<file path="config.mk">
export PLATFORM = sky130hd
export DESIGN_NAME = ts_scan_sched
export DESIGN_NICKNAME = d
export VERILOG_FILES = /design/src/rtl/ts_scan_sched.sv
export SDC_FILE = /design/constraint.sdc
export NUM_CORES = 1
export LEC_CHECK = 0
export CAP_MARGIN = 20
export CORE_ASPECT_RATIO = 0.7
export CORE_MARGIN = 1.5
export CORE_UTILIZATION = 32
export CTS_CLUSTER_DIAMETER = 120
export DETAILED_ROUTE_END_ITERATION = 10
export GPL_ROUTABILITY_DRIVEN = 0
export GPL_TIMING_DRIVEN = 0
export PLACE_DENSITY_LB_ADDON = 0.2
export SYNTH_ARGS = -nofsm -noshare
export SYNTH_HDL_FRONTEND = slang
export SYNTH_SLANG_ARGS = --single-unit
</file>
<file path="constraint.sdc">
create_clock -name clk -period 5.2 [get_ports clk]
set_clock_uncertainty 0.05 [all_clocks]
set_input_delay 1.04 -clock clk [delete_from_list [all_inputs] [get_ports clk]]
set_output_delay 1.04 -clock clk [all_outputs]
set_load 0.02 [all_outputs]
</file>
<file path="src/rtl/ts_scan_sched.sv">
// ts_scan_sched -- scan scheduler for the timestamp datapath.
//
// Owns one shared scan timer. Each scan lasts SCAN_LEN clk cycles (timer
// 0 .. SCAN_LEN-1) and is marked by a one-cycle sync_out pulse in its first
// cycle. During the scan, the first rising edge on each channel is stamped
// with the current timer value. After the scan, one record per channel
// (channel id, timestamp, hit flag) is streamed out over valid/ready. If
// enable is still high at the end of the drain, the next scan starts
// immediately.
//
// Optional feature (compile-time macro TS_SKIP_EMPTY_EN):
//   defined     : the drain emits only channels that saw a hit, in ascending
//                 order. A scan without hits spends one idle drain cycle.
//   not defined : the drain always emits NCH records, including hit = 0
//                 records with timestamp 0.
//
// Ports:
//   clk          clock
//   reset_n      synchronous, active-low reset
//   enable       run request, sampled in IDLE and at the end of the drain
//   sig_in       NCH signal inputs, already synchronised to clk
//   sync_out     one-cycle pulse in the first scan cycle (timer = 0)
//   scan_active  high while scanning
//   out_valid    record valid
//   out_ready    downstream accept
//   out_ch       record channel index
//   out_time     captured timestamp (0 if no hit)
//   out_hit      channel saw a rising edge during the scan
//   overrun      one-cycle pulse: a rising edge arrived during the drain
//                and was dropped
module ts_scan_sched #(
   parameter int              NCH      = 4,
   parameter int              TW       = 32,
   parameter longint unsigned SCAN_LEN = 64'd1000
) (
   input  logic                    clk,
   input  logic                    reset_n,
   input  logic                    enable,
   input  logic [NCH-1:0]          sig_in,
   output logic                    sync_out,
   output logic                    scan_active,
   output logic                    out_valid,
   input  logic                    out_ready,
   output logic [$clog2(NCH)-1:0]  out_ch,
   output logic [TW-1:0]           out_time,
   output logic                    out_hit,
   output logic                    overrun
);

   localparam int            CW        = $clog2(NCH);
   localparam logic [TW-1:0] LAST_TICK = TW'(SCAN_LEN - 64'd1);

   typedef enum logic [1:0] {
      ST_IDLE  = 2'd0,
      ST_SCAN  = 2'd1,
      ST_DRAIN = 2'd2
   } state_t;

   // Lowest set bit of mask at or above index start.
   // Result: {found, index}; index is 0 when nothing is found.
   function automatic logic [CW:0] seek_hit(input logic [NCH-1:0] mask,
                                            input int             start);
      logic [CW:0] res;
      res = {(CW+1){1'b0}};
      for (int i = NCH-1; i >= 0; i--) begin
         if ((i >= start) && mask[i]) begin
            res = {1'b1, CW'(i)};
         end
      end
      return res;
   endfunction

   state_t          state_r, state_nxt;
   logic [TW-1:0]   timer_r, timer_nxt;
   logic [NCH-1:0]  sig_prev_r;
   logic [NCH-1:0]  hit_r, hit_nxt;
   logic [TW-1:0]   ts_r   [NCH];
   logic [TW-1:0]   ts_nxt [NCH];

   logic            sync_r, sync_nxt;
   logic            active_r, active_nxt;
   logic            valid_r, valid_nxt;
   logic [CW-1:0]   ch_r, ch_nxt;
   logic [TW-1:0]   time_r, time_nxt;
   logic            hit_out_r, hit_out_nxt;
   logic            ovr_r, ovr_nxt;

   logic [NCH-1:0]  rise_s;
   logic [NCH-1:0]  hit_cap_s;
   logic [TW-1:0]   ts_cap_s [NCH];
   logic [NCH-1:0]  mask_s;
   logic [CW:0]     sel_s;
   logic            start_s;
   logic            done_s;

   // The drain walks every channel, or only those that saw a hit. In the
   // drain hit_cap_s equals hit_r, so one mask serves entry and advance.
`ifdef TS_SKIP_EMPTY_EN
   assign mask_s = hit_cap_s;
`else
   assign mask_s = {NCH{1'b1}};
`endif

   // Edge detect and first-edge capture. The captured view is used both
   // as the next stored value and to load the first record on the last
   // scan cycle, so a hit in that cycle is visible in its record.
   always_comb begin
      rise_s    = sig_in & ~sig_prev_r;
      hit_cap_s = hit_r;
      ts_cap_s  = ts_r;
      for (int i = 0; i < NCH; i++) begin
         if ((state_r == ST_SCAN) && rise_s[i] && !hit_r[i]) begin
            hit_cap_s[i] = 1'b1;
            ts_cap_s[i]  = timer_r;
         end else begin
            hit_cap_s[i] = hit_r[i];
            ts_cap_s[i]  = ts_r[i];
         end
      end
   end

   // Next-state and next-output logic of the scan/drain sequencer.
   always_comb begin
      state_nxt   = state_r;
      timer_nxt   = timer_r;
      hit_nxt     = hit_cap_s;
      ts_nxt      = ts_cap_s;
      sync_nxt    = 1'b0;
      active_nxt  = active_r;
      valid_nxt   = valid_r;
      ch_nxt      = ch_r;
      time_nxt    = time_r;
      hit_out_nxt = hit_out_r;
      ovr_nxt     = 1'b0;
      sel_s       = {(CW+1){1'b0}};
      start_s     = 1'b0;
      done_s      = 1'b0;

      case (state_r)
         ST_IDLE: begin
            if (enable) begin
               start_s = 1'b1;
            end else begin
               start_s = 1'b0;
            end
         end

         ST_SCAN: begin
            if (timer_r == LAST_TICK) begin
               // Timer parks at zero so it never passes SCAN_LEN-1.
               sel_s       = seek_hit(mask_s, 0);
               state_nxt   = ST_DRAIN;
               active_nxt  = 1'b0;
               timer_nxt   = {TW{1'b0}};
               valid_nxt   = sel_s[CW];
               ch_nxt      = sel_s[CW-1:0];
               time_nxt    = ts_cap_s[sel_s[CW-1:0]];
               hit_out_nxt = hit_cap_s[sel_s[CW-1:0]];
            end else begin
               timer_nxt = timer_r + TW'(1);
            end
         end

         ST_DRAIN: begin
            // Edges here cannot be captured; flag them.
            ovr_nxt = |rise_s;
            if (!valid_r) begin
               // Empty drain: nothing to emit this scan.
               done_s = 1'b1;
            end else if (out_ready) begin
               sel_s = seek_hit(mask_s, int'(ch_r) + 1);
               if (sel_s[CW]) begin
                  ch_nxt      = sel_s[CW-1:0];
                  time_nxt    = ts_r[sel_s[CW-1:0]];
                  hit_out_nxt = hit_r[sel_s[CW-1:0]];
               end else begin
                  valid_nxt = 1'b0;
                  done_s    = 1'b1;
               end
            end else begin
               // Stalled: record registers hold.
               valid_nxt = valid_r;
            end
         end

         default: begin
            state_nxt = ST_IDLE;
         end
      endcase

      if (done_s) begin
         if (enable) begin
            start_s = 1'b1;
         end else begin
            state_nxt = ST_IDLE;
         end
      end else begin
         done_s = 1'b0;
      end

      // Scan start: clearing stored timestamps keeps no-hit records at 0.
      if (start_s) begin
         state_nxt  = ST_SCAN;
         sync_nxt   = 1'b1;
         active_nxt = 1'b1;
         timer_nxt  = {TW{1'b0}};
         hit_nxt    = {NCH{1'b0}};
         for (int i = 0; i < NCH; i++) begin
            ts_nxt[i] = {TW{1'b0}};
         end
      end else begin
         start_s = 1'b0;
      end
   end

   // State, capture and output registers with synchronous reset.
   always_ff @(posedge clk) begin
      if (!reset_n) begin
         state_r    <= ST_IDLE;
         timer_r    <= {TW{1'b0}};
         sig_prev_r <= {NCH{1'b0}};
         hit_r      <= {NCH{1'b0}};
         for (int i = 0; i < NCH; i++) begin
            ts_r[i] <= {TW{1'b0}};
         end
         sync_r     <= 1'b0;
         active_r   <= 1'b0;
         valid_r    <= 1'b0;
         ch_r       <= {CW{1'b0}};
         time_r     <= {TW{1'b0}};
         hit_out_r  <= 1'b0;
         ovr_r      <= 1'b0;
      end else begin
         state_r    <= state_nxt;
         timer_r    <= timer_nxt;
         sig_prev_r <= sig_in;
         hit_r      <= hit_nxt;
         for (int i = 0; i < NCH; i++) begin
            ts_r[i] <= ts_nxt[i];
         end
         sync_r     <= sync_nxt;
         active_r   <= active_nxt;
         valid_r    <= valid_nxt;
         ch_r       <= ch_nxt;
         time_r     <= time_nxt;
         hit_out_r  <= hit_out_nxt;
         ovr_r      <= ovr_nxt;
      end
   end

   assign sync_out    = sync_r;
   assign scan_active = active_r;
   assign out_valid   = valid_r;
   assign out_ch      = ch_r;
   assign out_time    = time_r;
   assign out_hit     = hit_out_r;
   assign overrun     = ovr_r;

endmodule

</file>
==> impl_metrics.tcl, run 1 <==
set metrics [dict create \
    htreeDepth 1 \
    tns_ns 0 \
    fmax_mhz 273 \
    start_util 0.328 \
    reg2reg_to "ts_r[100]" \
    netlist.area_leader.share 0.457 \
    fin_area_um2 10800 \
    ys_ff_latch 209 \
    synth_area_leaders "dfxtp_1, mux2i_1, nand2_1" \
    drt_first_iter_violations 558 \
    r2r-start "out_ch[0]" \
    crit_arrival_ns 3.98 \
    antenna_left 0 \
    critPathLaunchType "input port" \
    fillers 2865 \
    rsz0062_at_grt "false" \
    crit_buf_inv 3 \
    ys_types 51 \
    slew_viol_final 0 \
    multiInputGateArea_um2 4500 \
    switching_share 0.245 \
    fp-row-count 51 \
    clock-sinks 209 \
    avgSynthCellArea_um2 8.59 \
    portBuffers 45 \
    slowest_stage "o21ai_1" \
    dp_hpwl_mm 18.8 \
    cts_hold_buffers 0 \
    cts_resized 0 \
    cts_tree "done" \
    antennaDiodeCount 0 \
    grt_pass1_wl_mm 41.9 \
    die_h_um 145 \
    yosysSeqAreaShare 0.457 \
    power_mw 3.56 \
    hold_class "reg2reg" \
    coreArea_um2 27900 \
    path_clk_slew_ns 0.06 \
    powerDensity_nw_per_um2 328 \
    syn_to_final_growth_pct 18.2 \
    io-pin-count 47 \
    drt_pre_antenna_iters 6 \
    r2r_cells 7 \
    crit_chain "clkdlybuf4s50_1 -> a21bo_2 -> a21oi_1 -> o21ai_1 -> clkbuf_1 -> buf_1 -> nor2_1" \
    r2r_setup_slack_ns 1.88 \
    cp_max_fo 10 \
    peakVddDrop_mv 0.179 \
    yosys.area.top_type "dfxtp_1" \
    cts_made_buffers 22 \
    grt_pass1_vias 7089 \
    dpl_cell_area_um2 10100 \
    maxCapViolCount 0 \
    syn_inst 1066 \
    cts_root_buf "clkbuf_16" \
    drive_gt1_frac 0.0740 \
    internal_power_mw 2.68 \
    min_period_ns 3.67 \
    viasPerCell 5.01 \
    final-setup-viol-count 0 \
    regArea_um2 4180 \
    num_vias 7605 \
    wl_per_cell_um 17.6 \
    fp.dieW_um 205 \
    end_kind "flip-flop" \
    cts_buffer_depth 3 \
    post_cts_buffers 0 \
    syn_area_um2 9160 \
    insertion_delay_ns 0.52 \
    nets 1151 \
    status "finished clean" \
    clkPwrFrac 0.468 \
    hold_start "ts_r[61]" \
    holdPathEnd "ts_r[61]" \
    globalRouteTotalUtil 0.183 \
    slew-limit-headroom 0.256 \
    cpPeakStageDelay_ns 0.85 \
    synth_nets 1081 \
    hold_viol 0 \
    fin_crit_sh 0.705 \
    die-area_um2 29700 \
    hold_depth 2 \
    worstMarginPinSlew_ns 1.11 \
    p_sw_mw 0.871 \
    grt_antenna_before_repair 0 \
    ys_warn_count 0 \
    grt_max_degree 14 \
    wirelength_mm 26.8 \
    drc_errors 0 \
    power_frac_comb 0.078 \
    pwr-share-seq 0.455 \
    path_class "in2reg" \
    overflow 0 \
    worstPathRequired_ns 5.52 \
    critPathTopFamily "buffers and inverters" \
    p_leak_nw 4.00 \
]
==> final cells by class <==
cell class | count | share of cell area
Clock buffer | 33 | 0.0631
Inverter | 7 | 0.00243
Buffer | 98 | 0.0415
Tap cell | 371 | 0.0429
Timing Repair Buffer | 46 | 0.0421
Multi-Input combinational cell | 752 | 0.416
Sequential cell | 209 | 0.386
Clock inverter | 3 | 0.00601
==> cell usage after synthesis, drive strengths merged <==
cell and count:
xor2 23, a211oi 1, nor2 81, nor4 10, nand4 14, a21o 5, o21ai 10, dfxtp 209
a41oi 1, a31oi 1, xnor2 7, a21bo 1, buf 36, nand2 277, mux2 4, a21oi 103
a2bb2oi 1, clkbuf 62, ha 7, and2 6, and4 3, nor4b 1, nand2b 1, a222oi 28
o31ai 5, or2 4, nor2b 8, clkinv 1, a41o 1, nor3 5, inv 6, a21boi 1
nand3 17, nand3b 2, mux4 4, mux2i 115, nor4bb 1, or3 1, nand4b 1, a32oi 1
and3 1
==> placed cells by master (no fill, tap or decap), drive strengths merged, types with 14 or more instances in the layout <==
cell type,instances
nand2,277
dfxtp,209
mux2i,115
a21oi,103
clkbuf,95
nor2,81
clkdlybuf4s50,45
buf,37
a222oi,28
xor2,23
nand3,17
nand4,14
==> how the worst max path moves through the flow <==
stage / start / to / slack, ns / cells after the start
floorplan: sig_in[0] / out_time[23] / 2.77 / 7
global placement: out_ready / ts_r[99] / 1.02 / 7
detailed placement: out_ready / ts_r[100] / 1.01 / 7
CTS: out_ready / ts_r[100] / 1.53 / 7
global route: out_ready / ts_r[118] / 1.44 / 7
finish: out_ready / ts_r[100] / 1.53 / 7
==> state kept, by name (all words and copies together) (netlist names) <==
name	count
out_hit	1
overrun	1
out_ch	2
out_valid	1
scan_active	1
out_time	32
sync_out	1
ts_r	128
sig_prev_r	4
timer_r	32
state_r	2
hit_r	4
==> kinds of logic after synthesis <==
kind of cell / after synthesis / share of synthesized area
xor+xnor: 30 / 0.0287
mux: 123 / 0.140
buf+inv: 105 / 0.0519
simple gates: 433 / 0.203
flops: 209 / 0.457
compound gates: 159 / 0.109
fa+ha+maj: 7 / 0.00956
==> layer usage <==
| metal | track usage | vias up | routed length, µm |
|---|---|---|---|
| met5 | 0 | - | 0 |
| met4 | 0.0411 | 0 | 434 |
| met3 | 0.0257 | 30 | 1090 |
| met2 | 0.270 | 162 | 11000 |
| met1 | 0.279 | 3656 | 14300 |
| li1 | - | 3757 | - |
==> power by group through the flow <==
stage          combinational (mW)  clock [mW]  sequential [mW]
4_1_cts                     0.280        1.69             1.62
3_3_place_gp                0.279           0             1.65
3_5_place_dp                0.279           0             1.65
6_report                    0.277        1.66             1.62
2_1_floorplan               0.171           0             1.65
5_1_grt                     0.300        1.75             1.62
==> worst min-delay path, stage by stage (launching register included) <==
cell and delay (ns):
dfxtp_1 0.31, nand2_1 0.05, a21oi_1 0.05
==> through the flow <==
| stage | utilization | std cells | hold WS [ns] | setup slack [ns] |
|---|---|---|---|---|
| global placement | 0.361 | 1482 | 0.389 | 1.02 |
| detailed placement | 0.361 | 1482 | 0.396 | 1.01 |
| CTS | 0.387 | 1518 | 0.404 | 1.53 |
| finish | 0.387 | 1519 | 0.402 | 1.53 |
| floorplan | - | 1066 | 0.383 | 2.77 |
| global route | 0.387 | 1519 | 0.420 | 1.44 |
Power figures use the tool's default switching activity.
==> run 2, diff against run 1 <==
==> constraint.sdc (replaced) <==
create_clock -name clk -period 3.7 [get_ports clk]
set_clock_uncertainty 0.05 [all_clocks]
set_input_delay 0.74 -clock clk [delete_from_list [all_inputs] [get_ports clk]]
set_output_delay 0.74 -clock clk [all_outputs]
set_load 0.02 [all_outputs]
==> results of run 2 <==
The final DEF is identical to that of run 1. Status: finished clean.
Main changes from that run: setup slack after placement 1.01 ns -> -0.191 ns; setup slack after layout 1.53 ns -> 0.333 ns; register-to-register setup slack 1.88 ns -> 0.38 ns; total power 3.56 mW -> 5.00 mW; worst IR drop on VDD 0.179 mV -> 0.251 mV
